**src/rtl/mem_stage_responder_pkg.sv**
```systemverilog
// Shared definitions for the pipeline MEM stage: stage codes, responder FSM
// states, access size codes and the store-side lane helpers.
package mem_stage_responder_pkg;

    typedef enum logic [2:0] {
        STG_IF  = 3'd0,
        STG_ID  = 3'd1,
        STG_EX  = 3'd2,
        STG_MEM = 3'd3,
        STG_WB  = 3'd4
    } stage_e;

    typedef enum logic [2:0] {
        ST_IDLE   = 3'd0,
        ST_ACCESS = 3'd1,
        ST_WAIT   = 3'd2,
        ST_DONE   = 3'd3,
        ST_HOLD   = 3'd4
    } msr_state_e;

    typedef enum logic [1:0] {
        SZ_BYTE = 2'b00,
        SZ_HALF = 2'b01,
        SZ_WORD = 2'b10,
        SZ_RSVD = 2'b11
    } size_e;

    // Wide enough for the largest supported read latency (7).
    localparam int CNT_W = 3;

    function automatic logic access_error(input logic [1:0] size, input logic [1:0] off);
        logic err;
        case (size)
            SZ_BYTE: err = 1'b0;
            SZ_HALF: err = off[0];
            SZ_WORD: err = (off != 2'b00);
            default: err = 1'b1;
        endcase
        return err;
    endfunction

    function automatic logic [3:0] store_mask(input logic [1:0] size, input logic [1:0] off);
        logic [3:0] mask;
        case (size)
            SZ_BYTE: mask = 4'b0001 << off;
            SZ_HALF: mask = off[1] ? 4'b1100 : 4'b0011;
            default: mask = 4'b1111;
        endcase
        return mask;
    endfunction

    // Narrow stores are copied onto every lane so the byte enables alone pick the target.
    function automatic logic [31:0] replicate(input logic [1:0] size, input logic [31:0] wdata);
        logic [31:0] rep;
        case (size)
            SZ_BYTE: rep = {4{wdata[7:0]}};
            SZ_HALF: rep = {2{wdata[15:0]}};
            default: rep = wdata;
        endcase
        return rep;
    endfunction

endpackage

```
**src/rtl/mem_stage_responder_load_extend.sv**
```systemverilog
// Load lane select and sign/zero extension; purely combinational.
module mem_stage_responder_load_extend
    import mem_stage_responder_pkg::*;
(
    input  logic [31:0] rdata,
    input  logic [1:0]  off,
    input  logic [1:0]  size,
    input  logic        sign,
    output logic [31:0] data
);

    logic [7:0]  byte_v;
    logic [15:0] half_v;

    always_comb begin
        byte_v = rdata[7:0];
        case (off)
            2'd0: byte_v = rdata[7:0];
            2'd1: byte_v = rdata[15:8];
            2'd2: byte_v = rdata[23:16];
            2'd3: byte_v = rdata[31:24];
            default: byte_v = rdata[7:0];
        endcase
        half_v = off[1] ? rdata[31:16] : rdata[15:0];

        data = rdata;
        case (size)
            SZ_BYTE: data = {{24{sign & byte_v[7]}}, byte_v};
            SZ_HALF: data = {{16{sign & half_v[15]}}, half_v};
            default: data = rdata;
        endcase
    end

endmodule

```
**src/rtl/mem_stage_responder.sv**
```systemverilog
// MEM-stage responder: turns one held request into one RAM access and one
// registered completion pulse.
//
// state     | meaning
// ----------+---------------------------------------------------------------
// ST_IDLE   | waiting for req_valid; errors short-circuit to ST_DONE
// ST_ACCESS | ram_en high for this single cycle (with byte enables on stores)
// ST_WAIT   | load in flight; down-counter reaches 0 on the data-valid cycle
// ST_DONE   | resp_done (and resp_err) high for this single cycle
// ST_HOLD   | waiting for req_valid to drop so a held request is served once
module mem_stage_responder
    import mem_stage_responder_pkg::*;
#(
    parameter int ADDR_W = 10,
    parameter int RD_LAT = 2
) (
    input  logic              clk,
    input  logic              reset_n,
    input  logic              req_valid,
    input  logic              req_we,
    input  logic [31:0]       req_addr,
    input  logic [31:0]       req_wdata,
    input  logic [1:0]        req_size,
    input  logic              req_sign,
    output logic              resp_done,
    output logic [31:0]       resp_rdata,
    output logic              resp_err,
    output logic              ram_en,
    output logic [3:0]        ram_we,
    output logic [ADDR_W-1:0] ram_addr,
    output logic [31:0]       ram_wdata,
    input  logic [31:0]       ram_rdata
);

    if (RD_LAT < 1 || RD_LAT > 7) begin : g_bad_lat
        $error("mem_stage_responder: RD_LAT must be within 1..7");
    end

    msr_state_e        state_q, state_d;
    logic [CNT_W-1:0]  cnt_q, cnt_d;
    logic              we_q, we_d;
    logic [1:0]        size_q, size_d;
    logic              sign_q, sign_d;
    logic [1:0]        off_q, off_d;
    logic              resp_done_q, resp_done_d;
    logic              resp_err_q, resp_err_d;
    logic [31:0]       resp_rdata_q, resp_rdata_d;
    logic              ram_en_q, ram_en_d;
    logic [3:0]        ram_we_q, ram_we_d;
    logic [ADDR_W-1:0] ram_addr_q, ram_addr_d;
    logic [31:0]       ram_wdata_q, ram_wdata_d;
    logic [31:0]       ext_data;

    // Address bits above the RAM word range select nothing here.
    logic unused_addr_bits;
    assign unused_addr_bits = ^req_addr[31:ADDR_W+2];

    mem_stage_responder_load_extend load_extend (
        .rdata (ram_rdata),
        .off   (off_q),
        .size  (size_q),
        .sign  (sign_q),
        .data  (ext_data)
    );

    always_comb begin
        state_d      = state_q;
        cnt_d        = cnt_q;
        we_d         = we_q;
        size_d       = size_q;
        sign_d       = sign_q;
        off_d        = off_q;
        resp_rdata_d = resp_rdata_q;
        ram_addr_d   = ram_addr_q;
        ram_wdata_d  = ram_wdata_q;
        resp_done_d  = 1'b0;
        resp_err_d   = 1'b0;
        ram_en_d     = 1'b0;
        ram_we_d     = 4'b0000;

        case (state_q)
            ST_IDLE: begin
                if (req_valid) begin
                    if (access_error(req_size, req_addr[1:0])) begin
                        state_d     = ST_DONE;
                        resp_done_d = 1'b1;
                        resp_err_d  = 1'b1;
                    end else begin
                        state_d     = ST_ACCESS;
                        we_d        = req_we;
                        size_d      = req_size;
                        sign_d      = req_sign;
                        off_d       = req_addr[1:0];
                        ram_addr_d  = req_addr[ADDR_W+1:2];
                        ram_wdata_d = replicate(req_size, req_wdata);
                        ram_en_d    = 1'b1;
                        ram_we_d    = req_we ? store_mask(req_size, req_addr[1:0]) : 4'b0000;
                    end
                end
            end
            ST_ACCESS: begin
                if (we_q) begin
                    state_d     = ST_DONE;
                    resp_done_d = 1'b1;
                end else begin
                    state_d = ST_WAIT;
                    cnt_d   = CNT_W'(RD_LAT - 1);
                end
            end
            ST_WAIT: begin
                if (cnt_q == '0) begin
                    state_d      = ST_DONE;
                    resp_rdata_d = ext_data;
                    resp_done_d  = 1'b1;
                end else begin
                    cnt_d = cnt_q - 1'b1;
                end
            end
            ST_DONE: begin
                state_d = ST_HOLD;
            end
            ST_HOLD: begin
                if (!req_valid) begin
                    state_d = ST_IDLE;
                end
            end
            default: begin
                state_d = ST_IDLE;
            end
        endcase
    end

    always_ff @(posedge clk or negedge reset_n) begin
        if (!reset_n) begin
            state_q      <= ST_IDLE;
            cnt_q        <= '0;
            we_q         <= 1'b0;
            size_q       <= 2'b00;
            sign_q       <= 1'b0;
            off_q        <= 2'b00;
            resp_done_q  <= 1'b0;
            resp_err_q   <= 1'b0;
            resp_rdata_q <= '0;
            ram_en_q     <= 1'b0;
            ram_we_q     <= 4'b0000;
            ram_addr_q   <= '0;
            ram_wdata_q  <= '0;
        end else begin
            state_q      <= state_d;
            cnt_q        <= cnt_d;
            we_q         <= we_d;
            size_q       <= size_d;
            sign_q       <= sign_d;
            off_q        <= off_d;
            resp_done_q  <= resp_done_d;
            resp_err_q   <= resp_err_d;
            resp_rdata_q <= resp_rdata_d;
            ram_en_q     <= ram_en_d;
            ram_we_q     <= ram_we_d;
            ram_addr_q   <= ram_addr_d;
            ram_wdata_q  <= ram_wdata_d;
        end
    end

    assign resp_done  = resp_done_q;
    assign resp_err   = resp_err_q;
    assign resp_rdata = resp_rdata_q;
    assign ram_en     = ram_en_q;
    assign ram_we     = ram_we_q;
    assign ram_addr   = ram_addr_q;
    assign ram_wdata  = ram_wdata_q;

endmodule

```
**config.mk**
```make
export PLATFORM = sky130hd
export DESIGN_NAME = mem_stage_responder
export DESIGN_NICKNAME = d
export VERILOG_FILES = /design/src/rtl/mem_stage_responder_pkg.sv /design/src/rtl/mem_stage_responder_load_extend.sv /design/src/rtl/mem_stage_responder.sv
export SDC_FILE = /design/constraint.sdc
export NUM_CORES = 1
export LEC_CHECK = 0
export BUFFER_PORTS_ARGS = -buffer_cell sky130_fd_sc_hd__buf_2
export CAP_MARGIN = 20
export CELL_PAD_IN_SITES_DETAIL_PLACEMENT = 0
export CELL_PAD_IN_SITES_GLOBAL_PLACEMENT = 1
export CORE_ASPECT_RATIO = 0.8
export CORE_MARGIN = 4
export CORE_UTILIZATION = 38
export CTS_CLUSTER_DIAMETER = 40
export CTS_CLUSTER_SIZE = 28
export DETAILED_ROUTE_END_ITERATION = 12
export PLACE_DENSITY_LB_ADDON = 0.1
export SKIP_LAST_GASP = 1
export SLEW_MARGIN = 20
export SYNTH_ARGS = -nofsm -noshare
export SYNTH_HDL_FRONTEND = slang
export SYNTH_HIERARCHICAL = 1
export SYNTH_SLANG_ARGS = --single-unit
```
**constraint.sdc**
```tcl
create_clock -name clk -period 2.48 [get_ports clk]
set_input_delay 0.496 -clock clk [delete_from_list [all_inputs] [get_ports clk]]
set_output_delay 0.496 -clock clk [all_outputs]
set_load 0.1 [all_outputs]
```
==> results.cfg <==
[run_status]
status = finished, final reports clean

[timing]
worst_slew_pin_slew_ns = 0.583
fin_crit_ns = 2.07
setup_viol = 0
timing_hold_violations_final = 0
whs_ns = 0.0849
skew_ns = 0.00436
final_max_slew_viol_count = 0
tns_ns = 0
setup_slack_ns = 0.408
rsz0062_at_grt = no
fmax_mhz = 483
max_slew_margin_pct = 61.1
fin_crit_sh_pct = 83.5

[worst_setup_path]
reg2reg_slack_ns = 0.41
cp_data_arrival_time_ns = 2.30
max_stage_delay_ns = 0.71
worstPathRequired_ns = 2.71
startpoint = off_q[1]$_DFFE_PN0P_
critPathKind = reg -> reg
crit_path_cell_trace = buf_4 -> mux4_2 -> nor2_1 -> a211oi_1 -> mux2_2
cp-endpoint = resp_rdata[2]$_DFFE_PN0P_
slowest_stage = dfrtp_1
start_kind = flip-flop
cp_max_fo = 15
end_kind = flip-flop
ff2ff_path_depth = 5
rr_endpoint = resp_rdata[2]$_DFFE_PN0P_
r2r_start = off_q[1]$_DFFE_PN0P_

[run]
cap_viol_max_count = 0

[route]
viasPerCell = 4.99
drcViolationCount = 0
wl_per_cell_um = 17.2
vias = 3868
postRouteWirelength_um = 13300
drt_iter0_drc = 210
antenna_left = 0
drt_pre_antenna_iters = 4

[cts]
htreeDepth = 3
clk-insertion-delay-late_ns = 0.34
cts_buffers = 9
cts-root-buf = clkbuf_16
cts_tree = yes
cts_setup_buffers = 0
hold_buffers = 0
cts_resized = 0
clkTransAtPathRegs_ns = 0.07
clock_sinks = 93
clockBufferDepth = 2

[yosys]
syn_inst = 442
ys.flop_type = dfrtp_1
syn-num-nets = 547
synth_seq_cells = 93
ys_types = 45
ys_seq_area_share_pct = 45.8
ys_top_cells_by_area = dfrtp_1 (46%), mux2_2 (7.5%), mux2_4 (6.5%), mux2i_1 (4.9%), nand2_1 (3.9%)
avgSynthCellArea_um2 = 11.5
synth_area_um2 = 5080
yosysTopAreaCellShare_pct = 45.8
synth_area_leader_cell = dfrtp_1
yosys_warnings = 6
synth-edff-count = 0
synthArstFlopShare_pct = 100
synthTopCellsByCount = dfrtp_1 (93), nand2_1 (53), mux2_2 (34)
synth.most_common_cell = dfrtp_1

[finish]
layout-drive-gt1-share_pct = 46.7
syn2layout_area_growth_pct = 25.3
antenna_cells = 0
finish.instance_area_um2 = 6360
nets = 700

[worst_hold_path]
hold_path.class = in -> async

[placement]
dp_hpwl_um = 9990
dp_slack_ns = 0.408
dpl_cell_area_um2 = 6040
io_buffers = 163
gp_congestion = 0.798

[floorplanning]
start_util_pct = 39.2
rows = 37
pin_count = 184
die_area_um2 = 15300
fp.coreArea_um2 = 13000
die_h_um = 111
die_w_um = 137

[global_route]
grt_pass1_wl_um = 21600
grt_pass1_vias = 3943
grtUsageTotal_pct = 18.0
antenna_found_initial = 0
overflow = 0
grt_max_degree = 64
cell families after synthesis:
kind of cell | after synthesis | synth area share, %
AND/OR/NAND/NOR | 111 | 11.1
buffers and inverters | 44 | 5.32
AO/OA/AOI/OAI | 100 | 14.3
multiplexers | 91 | 22.7
XOR/XNOR | 1 | 0.173
adder cells (fa/ha/maj) | 2 | 0.493
flip-flops | 93 | 45.8
through the flow:
step	utilization [%]	instances
detailed placement	46.6	759
finish	49.1	775
global route	49.1	775
global placement	46.6	759
CTS	49.1	775
floorplan	-	442
flip-flops by register name (all words and copies together), names as in the netlist:
| name | flops |
|---|---|
| we_q | 1 |
| ram_addr | 10 |
| resp_err | 1 |
| size_q | 2 |
| ram_wdata | 32 |
| resp_rdata | 32 |
| state_q | 3 |
| ram_we | 4 |
| ram_en | 1 |
| sign_q | 1 |
| off_q | 2 |
| resp_done | 1 |
| cnt_q | 3 |
cells in the final DEF (no fill, tap or decap), types with 2 or more instances in the layout:
| cell | instances |
|---|---|
| o22ai_1 | 8 |
| mux4_2 | 7 |
| o221ai_1 | 5 |
| nand2_1 | 53 |
| dfrtp_1 | 93 |
| o221ai_2 | 3 |
| mux2_4 | 22 |
| nor3b_1 | 2 |
| inv_1 | 6 |
| buf_2 | 162 |
| clkinv_2 | 2 |
| or3_1 | 2 |
| mux2_1 | 3 |
| clkbuf_16 | 9 |
| o21ai_0 | 26 |
| mux2_2 | 34 |
| o31ai_1 | 3 |
| buf_4 | 14 |
| buf_12 | 4 |
| bufinv_16 | 2 |
| mux2i_1 | 25 |
| o211ai_2 | 10 |
| a211oi_1 | 7 |
| a21oi_1 | 24 |
| nor2b_1 | 19 |
| ha_1 | 2 |
| nor3_1 | 4 |
| o211ai_1 | 7 |
| nand2b_1 | 4 |
| nor2_1 | 18 |
worst min path at each step:
stage | endpoint | slack (ns) | startpoint | cells after the start
2_1_floorplan | cnt_q[0]$_DFFE_PN0P_ | 0.20 | reset_n | 0
3_3_place_gp | ram_addr[9]$_DFFE_PN0P_ | 0.46 | reset_n | 1
3_5_place_dp | ram_addr[9]$_DFFE_PN0P_ | 0.47 | reset_n | 1
4_1_cts | ram_addr[9]$_DFFE_PN0P_ | 0.09 | reset_n | 1
5_1_grt | ram_addr[9]$_DFFE_PN0P_ | 0.11 | reset_n | 1
6_report | ram_addr[9]$_DFFE_PN0P_ | 0.08 | reset_n | 1
cell type report:
cell class / count / area (µm²)
Fill cell: 1242 / 6600
Multi-Input combinational cell: 305 / 2480
Sequential cell: 93 / 2330
Timing Repair Buffer: 180 / 996
Clock buffer: 10 / 229
Tap cell: 175 / 219
Clock inverter: 6 / 86.3
Inverter: 6 / 22.5
routing by layer:
metal  routed length, µm  share of wire (%)  global-route usage [%]
met1                6310                 47                    25.9
met2                6050                 45                    27.1
met3                 859                6.5                    4.65
met4                  90               0.68                    4.26
met5                   0                  0                       0
worst max-delay path: cells and delay by family, from the launching register on:
kind | cells | cell delay (ns)
DFF | 1 | 0.71
AOI/OAI and AO/OA | 1 | 0.06
buffers and inverters | 1 | 0.30
muxes | 2 | 0.77
and+or+nand+nor | 1 | 0.11
Power is left out: the tool's default activity adds up to more than one toggle a clock period on the data nets, which glitch-free logic cannot reach.
